==> config.mk <==
export PLATFORM = sky130hd
export DESIGN_NAME = corelet_seq
export DESIGN_NICKNAME = d
export VERILOG_FILES = /design/src/rtl/core_inst_pkg.sv /design/src/rtl/corelet_seq.sv
export SDC_FILE = /design/constraint.sdc
export NUM_CORES = 1
export LEC_CHECK = 0
export BUFFER_PORTS_ARGS = -buffer_cell sky130_fd_sc_hd__buf_2
export CORE_MARGIN = 10
export CORE_UTILIZATION = 55
export DETAILED_ROUTE_END_ITERATION = 8
export PLACE_DENSITY = 0.86
export REMOVE_ABC_BUFFERS = 1
export SETUP_SLACK_MARGIN = 0.1
export SLEW_MARGIN = 10
export SYNTH_ARGS = -nofsm -noshare
export SYNTH_HDL_FRONTEND = slang
export SYNTH_SLANG_ARGS = --single-unit
==> constraint.sdc <==
create_clock -name clk -period 3.9 [get_ports clk]
set_clock_uncertainty 0.1 [all_clocks]
set_input_delay 0.39 -clock clk [delete_from_list [all_inputs] [get_ports clk]]
set_output_delay 0.39 -clock clk [all_outputs]
set_load 0.03 [all_outputs]
==> src/rtl/core_inst_pkg.sv <==
// Instruction-word layout shared by the corelet and its sequencer: field bit
// positions, the idle word and the sequencer state encoding.
package core_inst_pkg;

    localparam int INST_W     = 35;
    localparam int RELU_B     = 34;
    localparam int ACC_B      = 33;
    localparam int CEN_P_B    = 32;
    localparam int WEN_P_B    = 31;
    localparam int A_P_LSB    = 20;
    localparam int CEN_X_B    = 19;
    localparam int WEN_X_B    = 18;
    localparam int A_X_LSB    = 7;
    localparam int OFIFO_RD_B = 6;
    localparam int L0_RD_B    = 3;
    localparam int L0_WR_B    = 2;
    localparam int EXEC_B     = 1;
    localparam int LOAD_B     = 0;

    // Both SRAMs deselected with write-enable high; every other field zero.
    localparam logic [INST_W-1:0] IDLE_INST = 35'h1_800C_0000;

    typedef enum logic [2:0] {
        S_IDLE   = 3'd0,
        S_W_FILL = 3'd1,
        S_W_LOAD = 3'd2,
        S_X_FILL = 3'd3,
        S_EXEC   = 3'd4,
        S_DRAIN  = 3'd5,
        S_DONE   = 3'd6
    } seq_state_e;

endpackage

==> src/rtl/corelet_seq.sv <==
// Tile instruction sequencer: for each kernel position fills L0 with weights,
// loads the MAC array, streams activations, executes and drains psums to PMEM.
module corelet_seq
    import core_inst_pkg::*;
#(
    parameter int row        = 8,
    parameter int col        = 8,
    parameter int inst_width = 35,
    parameter int addr_w     = 11,
    parameter int n_act      = 36,
    parameter int n_kij      = 9
) (
    input  logic                  clk,
    input  logic                  reset,
    input  logic                  start,
    input  logic [addr_w-1:0]     w_base,
    input  logic [addr_w-1:0]     x_base,
    input  logic [addr_w-1:0]     p_base,
    input  logic                  l0_full,
    input  logic                  l0_ready,
    input  logic                  ofifo_valid,
    output logic [inst_width-1:0] inst,
    output logic                  busy,
    output logic                  done
);

    localparam int LOAD_CYC = 2 * col;
    localparam int CNT_M1   = (row > LOAD_CYC) ? row : LOAD_CYC;
    localparam int CNT_MAX  = (CNT_M1 > n_act) ? CNT_M1 : n_act;
    localparam int IDX_W    = $clog2(CNT_MAX + 2);
    localparam int KIJ_W    = (n_kij > 1) ? $clog2(n_kij) : 1;

    localparam logic [IDX_W-1:0]      ROW_I       = IDX_W'(row);
    localparam logic [IDX_W-1:0]      COL_I       = IDX_W'(col);
    localparam logic [IDX_W-1:0]      LOAD_LAST_I = IDX_W'(LOAD_CYC - 1);
    localparam logic [IDX_W-1:0]      ACT_I       = IDX_W'(n_act);
    localparam logic [IDX_W-1:0]      ACT_LAST_I  = IDX_W'(n_act - 1);
    localparam logic [KIJ_W-1:0]      KIJ_LAST    = KIJ_W'(n_kij - 1);
    localparam logic [inst_width-1:0] IDLE_W      = inst_width'(IDLE_INST);

    seq_state_e              state_q, state_d;
    logic [KIJ_W-1:0]        kij_q, kij_d;
    logic [IDX_W-1:0]        idx_q, idx_d;
    logic                    rd_pend_q, rd_pend_d;
    logic                    wr_pend_q, wr_pend_d;
    logic [addr_w-1:0]       w_base_q, w_base_d;
    logic [addr_w-1:0]       x_base_q, x_base_d;
    logic [addr_w-1:0]       p_base_q, p_base_d;
    logic [inst_width-1:0]   inst_q, inst_d;
    logic                    busy_q, busy_d;
    logic                    done_q, done_d;

    logic                    wfill_rd;
    logic                    xfill_rd;
    logic                    load_rd;
    logic                    drain_rd;
    logic [addr_w-1:0]       w_addr;
    logic [addr_w-1:0]       x_addr;
    logic [addr_w-1:0]       p_addr;

    // Reads issued so far in DRAIN are the completed writes plus the one pending.
    assign wfill_rd = (idx_q < ROW_I) && !l0_full;
    assign xfill_rd = (idx_q < ACT_I) && !l0_full;
    assign load_rd  = (idx_q < COL_I) && l0_ready;
    assign drain_rd = ofifo_valid && ((idx_q + IDX_W'(wr_pend_q)) < ACT_I);

    assign w_addr = w_base_q + addr_w'(kij_q) * addr_w'(row) + addr_w'(idx_q);
    assign x_addr = x_base_q + addr_w'(idx_q);
    assign p_addr = p_base_q + addr_w'(kij_q) * addr_w'(n_act) + addr_w'(idx_q);

    assign inst = inst_q;
    assign busy = busy_q;
    assign done = done_q;

    // State, counters, captured bases and the registered output word.
    always_ff @(posedge clk) begin
        if (reset) begin
            state_q   <= S_IDLE;
            kij_q     <= '0;
            idx_q     <= '0;
            rd_pend_q <= 1'b0;
            wr_pend_q <= 1'b0;
            w_base_q  <= '0;
            x_base_q  <= '0;
            p_base_q  <= '0;
            inst_q    <= IDLE_W;
            busy_q    <= 1'b0;
            done_q    <= 1'b0;
        end else begin
            state_q   <= state_d;
            kij_q     <= kij_d;
            idx_q     <= idx_d;
            rd_pend_q <= rd_pend_d;
            wr_pend_q <= wr_pend_d;
            w_base_q  <= w_base_d;
            x_base_q  <= x_base_d;
            p_base_q  <= p_base_d;
            inst_q    <= inst_d;
            busy_q    <= busy_d;
            done_q    <= done_d;
        end
    end

    // Next state and counter updates.
    always_comb begin
        state_d   = state_q;
        kij_d     = kij_q;
        idx_d     = idx_q;
        rd_pend_d = 1'b0;
        wr_pend_d = 1'b0;
        w_base_d  = w_base_q;
        x_base_d  = x_base_q;
        p_base_d  = p_base_q;
        case (state_q)
            S_IDLE: begin
                if (start) begin
                    // The first weight read is issued straight from the start cycle.
                    state_d   = S_W_FILL;
                    kij_d     = '0;
                    w_base_d  = w_base;
                    x_base_d  = x_base;
                    p_base_d  = p_base;
                    rd_pend_d = !l0_full;
                    idx_d     = l0_full ? IDX_W'(1'b0) : IDX_W'(1'b1);
                end else begin
                    idx_d = '0;
                end
            end
            S_W_FILL: begin
                rd_pend_d = wfill_rd;
                if (wfill_rd) begin
                    idx_d = idx_q + IDX_W'(1'b1);
                end else if (idx_q == ROW_I) begin
                    state_d = S_W_LOAD;
                    idx_d   = '0;
                end else begin
                    idx_d = idx_q;
                end
            end
            S_W_LOAD: begin
                if (idx_q < COL_I) begin
                    idx_d = load_rd ? idx_q + IDX_W'(1'b1) : idx_q;
                end else if (idx_q == LOAD_LAST_I) begin
                    state_d = S_X_FILL;
                    idx_d   = '0;
                end else begin
                    idx_d = idx_q + IDX_W'(1'b1);
                end
            end
            S_X_FILL: begin
                rd_pend_d = xfill_rd;
                if (xfill_rd) begin
                    idx_d = idx_q + IDX_W'(1'b1);
                end else if (idx_q == ACT_I) begin
                    state_d = S_EXEC;
                    idx_d   = '0;
                end else begin
                    idx_d = idx_q;
                end
            end
            S_EXEC: begin
                if (!l0_ready) begin
                    idx_d = idx_q;
                end else if (idx_q == ACT_LAST_I) begin
                    state_d = S_DRAIN;
                    idx_d   = '0;
                end else begin
                    idx_d = idx_q + IDX_W'(1'b1);
                end
            end
            S_DRAIN: begin
                wr_pend_d = drain_rd;
                if (!wr_pend_q) begin
                    idx_d = idx_q;
                end else if (idx_q != ACT_LAST_I) begin
                    idx_d = idx_q + IDX_W'(1'b1);
                end else if (kij_q == KIJ_LAST) begin
                    state_d = S_DONE;
                    idx_d   = '0;
                end else begin
                    state_d = S_W_FILL;
                    kij_d   = kij_q + KIJ_W'(1'b1);
                    idx_d   = '0;
                end
            end
            S_DONE: begin
                state_d = S_IDLE;
                kij_d   = '0;
                idx_d   = '0;
            end
            default: begin
                state_d = S_IDLE;
                kij_d   = '0;
                idx_d   = '0;
            end
        endcase
    end

    // Per-state instruction fields for the next cycle, plus busy/done.
    always_comb begin
        inst_d = IDLE_W;
        busy_d = (state_d != S_IDLE);
        done_d = (state_q == S_DONE);
        case (state_q)
            S_IDLE: begin
                if (start && !l0_full) begin
                    inst_d[CEN_X_B]             = 1'b0;
                    inst_d[A_X_LSB +: addr_w]   = w_base;
                end else begin
                    inst_d = IDLE_W;
                end
            end
            S_W_FILL, S_X_FILL: begin
                inst_d[L0_WR_B] = rd_pend_q;
                if ((state_q == S_W_FILL) ? wfill_rd : xfill_rd) begin
                    inst_d[CEN_X_B]           = 1'b0;
                    inst_d[A_X_LSB +: addr_w] = (state_q == S_W_FILL) ? w_addr : x_addr;
                end else begin
                    inst_d[CEN_X_B] = 1'b1;
                end
            end
            S_W_LOAD: begin
                inst_d[L0_RD_B] = load_rd;
                inst_d[LOAD_B]  = load_rd;
            end
            S_EXEC: begin
                inst_d[L0_RD_B] = l0_ready;
                inst_d[EXEC_B]  = l0_ready;
            end
            S_DRAIN: begin
                inst_d[OFIFO_RD_B] = drain_rd;
                if (wr_pend_q) begin
                    inst_d[CEN_P_B]           = 1'b0;
                    inst_d[WEN_P_B]           = 1'b0;
                    inst_d[A_P_LSB +: addr_w] = p_addr;
                end else begin
                    inst_d[CEN_P_B] = 1'b1;
                end
            end
            S_DONE: begin
                inst_d = IDLE_W;
            end
            default: begin
                inst_d = IDLE_W;
            end
        endcase
    end

endmodule

==> metrics.md, run 1 <==
| Metric | Value |
|---|---|
| Post-route ant nets | `0` |
| Remaining global-route overflow | `0` |
| Die Y | `112.2 µm` |
| Syn. warnings | `0` |
| TritonCTS clock tree | `done` |
| Via count | `4,199` |
| Final TNS setup | `0 ps` |
| Cell variety after synth | `68` |
| Maximum clock insertion buffer count | `2` |
| CP max FO | `19` |
| Clk pwr share | `0.405` |
| Sw Ratio | `0.2495` |
| Die Wd | `112.2 µm` |
| Gate Count Post-Synth | `556` |
| Final min period | `3208 ps` |
| Synth Register Bits | `78` |
| Site row count | `33` |
| Final net count | `700` |
| Final Non-Filler Cells | `722` |
| CP Capture Type | `flip-flop` |
| P&R area growth vs syn | `13.02%` |
| Post-synthesis sequential area ratio | `0.3343` |
| Combinational Power Share | `0.109` |
| IR drop worst, VDD | `0.0001996 V` |
| Sw Pwr | `0.4351 mW` |
| Reg clk slew, reported paths | `80 ps` |
| Die Area | `12,580 µm²` |
| Internal Power | `1.309 mW` |
| Cell total after placement | `706` |
| Routability cong. | `0.8674` |
| First-pass GRT wire length | `19,950 µm` |
| Pre-antenna DRT Iters | `5` |
| # clock sinks | `78` |
| Post-Syn Area | `4671 µm²` |
| Hold_buf cts | `0` |
| # diodes | `0` |
| Total Routing Usage GR | `0.1863` |
| Count of flip-flops with a built-in enable after synthesis | `0` |
| H-tree levels | `3` |
| Initial Util | `0.5656` |
| Post-DR wirelength/cell | `16.49 µm` |
| Setup violations, final | `0` |
| # IOs | `76` |
| Max cap viols | `0` |
| Largest net degree at the start of global routing | `53` |
| Async set or reset register ratio after synthesis | `0` |
| Final Cycle Share | `0.8226` |
| Worst slew pin tran | `1017 ps` |
| Final Hold Viols | `0` |
| Vias in the first global route | `4,145` |
| Post-CTS Setup Inserts | `0` |
| WS Path Type | `flip-flop to flip-flop` |
| Share of post-route cells with drive strength above 1 | `0.1653` |
| HPWL after DPL | `8608 µm` |
| Arr. time, crit path | `3340 ps` |
| Cts bufs inserted | `9` |
| PD cells | `330.3 nW/µm²` |
| Crit path required time | `4030 ps` |
| Top achievable clock speed | `311.7 MHz` |
| Max_slew headroom | `0.3219` |
| Mean Syn Cell Area | `8.401 µm²` |
| Worst skew pair latency | `360 ps` |
| Port-buffer cells | `70` |
| Status | `finished, final reports clean` |
| Leakage | `2.408 nW` |
| Via/cell ratio | `5.816` |
| Setup crit start kind | `flip-flop` |
| Final Max Tran Viols | `0` |
| Flop pwr share | `0.486` |
| Most common flop cell mapped by yosys | `dfxtp_1` |
| Core Region | `8258 µm²` |
| Worst Hold Class | `input port to flip-flop` |
| Detailed-route DRC error count | `0` |
| Post-CTS Resized | `0` |
| Final WL | `11,910 µm` |
| Fillers | `696` |
| Clock root cell | `clkbuf_8` |
| 1st-iter DRT viols | `281` |
| Initial antenna violation count | `0` |
| Unrepaired setup endpoints after global routing | `false` |
## registers in the layout, indices dropped and copies added, names as in the netlist
register / count
busy: 1
done: 1
x_base_q: 11
idx_q: 6
inst: 29
state_q: 3
rd_pend_q: 1
kij_q: 4
p_base_q: 11
w_base_q: 11
## power by group through the flow
stage / Combinational, mW / Sequential (mW) / Clock, mW
2_1_floorplan: 0.111 / 0.869 / 0
3_3_place_gp: 0.182 / 0.864 / 0
3_5_place_dp: 0.188 / 0.864 / 0
4_1_cts: 0.189 / 0.846 / 0.711
5_1_grt: 0.211 / 0.851 / 0.756
6_report: 0.190 / 0.847 / 0.707
## synthesized netlist by cell type, types with 2 or more instances
cell type  instances  area share
or3b_1             2      0.0038
xnor2_1           12       0.023
a211oi_1           6      0.0096
and3b_1            2      0.0038
a22oi_1            3      0.0048
nand3_1           15       0.016
a221oi_1           2      0.0038
nor3_1             7      0.0075
conb_1             2      0.0016
nor2b_1            7      0.0094
dfxtp_1           78        0.33
nor4b_1            2      0.0038
o31ai_1            6      0.0096
o21a_1             2      0.0032
and3_1            12       0.016
o22ai_1            2      0.0027
xor2_1            11       0.021
nand3b_4           2      0.0086
ha_1              39        0.10
or3_1              3      0.0040
nor3b_1            3      0.0048
o221ai_1           5      0.0094
nor2_1            43       0.035
o21bai_1           3      0.0048
buf_4              7       0.011
nor4_1             3      0.0040
nand3b_1           3      0.0048
a221o_1            4      0.0086
o211a_1            2      0.0043
a21o_1             5      0.0080
inv_1             26       0.021
nand2b_1           7      0.0094
buf_2              6      0.0064
fa_1              10       0.043
buf_1              2      0.0016
nand2_1           90       0.072
a21oi_1           59       0.063
o21ai_0           15       0.016
clkbuf_1          17       0.014
o21ai_1            3      0.0032
## cells by family after synthesis
kind of cell / share of synthesized area
other cells: 0.001608
simple gates: 0.2304
compound gates: 0.1859
buf+inv: 0.05491
fa+ha+maj: 0.1473
xor+xnor: 0.04313
mux: 0.002411
flops: 0.3343
## cells in the final DEF, fill, tap and decap left out, types with 3 or more instances in the layout
cell / synthesis / routed
nand2_1: 90 / 90
dfxtp_1: 78 / 78
buf_2: 6 / 70
a21oi_1: 59 / 59
nor2_1: 43 / 42
ha_1: 39 / 39
inv_1: 26 / 26
nand3_1: 15 / 15
o21ai_0: 15 / 15
and3_1: 12 / 12
xnor2_1: 12 / 12
clkbuf_8: 0 / 12
xor2_1: 11 / 11
fa_1: 10 / 10
nand2b_1: 7 / 7
nor3_1: 7 / 7
nor2b_1: 7 / 7
o31ai_1: 6 / 6
a211oi_1: 6 / 6
a21o_1: 5 / 5
o221ai_1: 5 / 5
conb_1: 2 / 5
buf_4: 7 / 5
a221o_1: 4 / 4
nand3b_1: 3 / 3
or3_1: 3 / 3
nor4_1: 3 / 3
o21bai_1: 3 / 3
a22oi_1: 3 / 3
o21ai_1: 3 / 3
nor3b_1: 3 / 3
## critical path, cell delays in order (launching register included)
cell and delay [ps]:
dfxtp_1 830, fa_1 540, ha_1 380, and3_1 180
a221o_1 190, nor2b_1 70, or3b_2 470, xor2_1 170
o221ai_1 150
## per-layer routing
metal / up-vias / global-route usage / routed length [µm]
li1: 2043 / - / -
met1: 1980 / 0.2336 / 5311
met2: 158 / 0.3048 / 5610
met4: 0 / 0.07107 / 254
met3: 18 / 0.04100 / 730
met5: - / 0 / 0
## cell type report
type	count	area, µm²	share of cell area
Clock inverter	3	65.06	0.01233
Multi-Input combinational cell	422	2867	0.5430
Tap cell	105	131.4	0.02489
Clock buffer	13	168.9	0.03200
Sequential cell	78	1562	0.2958
Timing Repair Buffer	75	387.9	0.07348
Inverter	26	97.59	0.01849
## metrics by stage
step,setup slack [ps],power (mW),utilization,hold WS (ps),instance area (µm²)
3_5_place_dp,739.5,1.052,0.6109,352.0,5045
2_1_floorplan,982.8,0.9793,-,330.3,4523
3_3_place_gp,891.4,1.045,0.6109,343.8,5045
6_report,691.8,1.744,0.6392,157.3,5279
5_1_grt,558.4,1.818,0.6392,148.4,5279
4_1_cts,736.5,1.746,0.6392,150.1,5279
## final timing paths
kind / from / to / slack, ps / cells after the start
worst min-delay path: p_base[7] / p_base_q[7] / 160 / 3
worst max register to register: idx_q[5] / inst[17] / 690 / 8
worst min register to register: p_base_q[5] / p_base_q[5] / 360 / 2
worst max-delay path: idx_q[5] / inst[17] / 690 / 8
Note: power is estimated with default switching activity, not from simulation.
==> inputs of run 2 (changes only) <==
- ABC_AREA: not set -> 1
- clock period: 3.9 -> 3 ns (I/O delays scaled with it)
==> run 2 against run 1 <==
Against the previous run: sequential share of layout area shrank 1.1 points; synthesized cell count grew 25%; setup slack lost 420 ps; total power grew 35%; fmax grew 18%; via count grew 14%; first-iteration DRC count grew 52%; utilization shrank 0.52 points; clock power grew 28%; die area grew 2.7%.
==> metrics.md, run 2 <==
| Metric | Value |
|---|---|
| Maximum clock insertion buffer count | `2` |
| Final Cycle Share | `0.9086` |
| Count of flip-flops with a built-in enable after synthesis | `0` |
| Final TNS setup | `0 ps` |
| Pre-antenna DRT Iters | `5` |
| Worst slew pin tran | `686.0 ps` |
| Unrepaired setup endpoints after global routing | `false` |
| Final Max Tran Viols | `0` |
| Most common cell in the netlist | `nand2_1` |
| Top achievable clock speed | `366.9 MHz` |
| Vias in the first global route | `4,755` |
| Max cap viols | `0` |
| # diodes | `0` |
| Gate Count Post-Synth | `697` |
| P&R area growth vs syn | `13.51%` |
| Largest net degree at the start of global routing | `38` |
| Post-route ant nets | `0` |
| First-pass GRT wire length | `22,120 µm` |
| Synth Register Bits | `78` |
| HPWL after DPL | `9983 µm` |
| Clock root cell | `clkbuf_8` |
| Die Wd | `113.6 µm` |
| R2R Setup Slk | `270 ps` |
| Setup violations, final | `0` |
| Met2 Use GR | `0.3524` |
| Async set or reset register ratio after synthesis | `0` |
| TritonCTS clock tree | `done` |
| Core Region | `8636 µm²` |
| Cell total after placement | `861` |
| Seq. cell area | `1562 µm²` |
| Worst skew pair latency | `370 ps` |
| Hold_buf cts | `0` |
| PD cells | `429.9 nW/µm²` |
| WS Path Type | `flip-flop to flip-flop` |
| Site row count | `34` |
| Flop pwr share | `0.472` |
| Cts bufs inserted | `9` |
| Most common flop cell mapped by yosys | `dfxtp_1` |
| Clk pwr share | `0.386` |
| Routability cong. | `0.8768` |
| 1st-iter DRT viols | `428` |
| Remaining global-route overflow | `0` |
| Die Area | `12,920 µm²` |
| Cell variety after synth | `38` |
| # clock sinks | `78` |
| Combinational Power Share | `0.143` |
| Dominant cells by area after synthesis | `dfxtp_1, nand2_1, ha_1, nand3_1, inv_1` |
| Worst Hold Class | `input port to flip-flop` |
| Most common cell after layout, fill and taps aside | `nand2_1` |
| Sw Ratio | `0.2942` |
| Port-buffer cells | `70` |
| Reg clk slew, reported paths | `90 ps` |
| Most used routing layer | `met2` |
| Arr. time, crit path | `2940 ps` |
| Via count | `4,792` |
| Share of post-route cells with drive strength above 1 | `0.1339` |
| Leakage | `2.705 nW` |
| Mean Syn Cell Area | `6.920 µm²` |
| Largest area contributor in the netlist | `dfxtp_1` |
| Final WL | `13,250 µm` |
| Post-Syn Area | `4823 µm²` |
| H-tree levels | `3` |
| Final net count | `852` |
| Via/cell ratio | `5.464` |
| Routing usage on met3 | `0.05197` |
| CP Capture Type | `flip-flop` |
| Total Routing Usage GR | `0.2072` |
| Syn. warnings | `0` |
| Post-DR wirelength/cell | `15.11 µm` |
| Detailed-route DRC error count | `0` |
| Status | `finished, final reports clean` |
| Final instance area | `5475 µm²` |
| Most used cells in the layout excluding fill and tap cells | `nand2_1, inv_1, dfxtp_1` |
| Final Non-Filler Cells | `877` |
| # IOs | `76` |
| Setup crit start kind | `flip-flop` |
| Internal Power | `1.661 mW` |
| IR drop worst, VDD | `0.0002569 V` |
| Initial Util | `0.5585` |
| Area of the multi-input gates | `2828 µm²` |
| Initial antenna violation count | `0` |
| Grt met1 use | `0.2475` |
| Fillers | `806` |
| Synth cell count leaders | `nand2_1, inv_1, dfxtp_1` |
| Crit path required time | `3210 ps` |
| Synth top area share | `0.3237` |
| Placement-stage cell area | `5249 µm²` |
| Die Y | `113.6 µm` |
| Max_slew headroom | `0.5422` |
| Post-synthesis sequential area ratio | `0.3237` |
| CP max FO | `6` |
| Max reg flops | `29` |
| Sw Pwr | `0.6927 mW` |
| Final Hold Viols | `0` |
| Final min period | `2726 ps` |
| Util after Layout | `0.6340` |
==> run 2: worst paths after layout <==
| path | from | endpoint | depth (start not counted) |
|---|---|---|---|
| setup / recovery | kij_q[0] | inst[30] | 12 |
| hold reg to reg | rd_pend_q | inst[2] | 2 |
| setup reg to reg | kij_q[0] | inst[30] | 12 |
| hold / removal | x_base[4] | x_base_q[4] | 3 |
==> run 2: metal layers <==
metal / wire (µm) / share of wire
met3: 1017 / 0.077
met5: 0 / 0
met2: 6431 / 0.49
met1: 5573 / 0.42
met4: 229 / 0.017
==> run 2: layout make-up <==
class	count	share of cell area
clock inverters	7	0.01782
repair buffers	77	0.07358
inverters	87	0.05964
multi-input cells	511	0.5165
clock buffers	9	0.02262
flip-flops and latches	78	0.2852
well taps	108	0.02468
==> run 2: power by group through the flow <==
stage                     Combinational [mW]  Sequential, mW  Clock [mW]
after floorplan                        0.195            1.14           0
after global routing                   0.380            1.12       0.964
after global placement                 0.322            1.13           0
after detailed placement               0.330            1.13           0
final                                  0.336            1.11       0.908
after CTS                              0.333            1.11       0.916
==> run 2: per-stage QoR <==
step | hold WS, ps | setup WS [ps] | power [mW]
2_1_floorplan | 269.1 | 532.2 | 1.339
3_3_place_gp | 320.7 | 424.5 | 1.454
3_5_place_dp | 323.2 | 236.2 | 1.464
4_1_cts | 60.05 | 223.7 | 2.359
5_1_grt | 69.37 | 108.2 | 2.460
6_report | 66.15 | 274.3 | 2.354
==> run 2: worst max-delay path, stage by stage, from the launching register on <==
cell and delay (ps):
dfxtp_1 380, ha_1 230, ha_1 190, ha_1 190, xor2_1 140, ha_1 280, ha_1 360, inv_1 100
nor3_2 240, nand3_1 100, nand4_1 120, o21ai_0 100, a21oi_1 130
==> run 2: kinds of logic after synthesis <==
family / Yosys count / synth area share
and+or+nand+nor: 337 / 0.2994
AOI/OAI and AO/OA: 111 / 0.1230
buffers and inverters: 111 / 0.09338
DFF: 78 / 0.3237
adders and majority gates: 49 / 0.1427
xor gates and xnor gates: 9 / 0.01634
other: 2 / 0.001557
==> run 2: repair_timing <==
action	4_1_cts	5_1_grt
resized for setup	0	1
setup endpoints to repair	0	1
buffers inserted	0	0
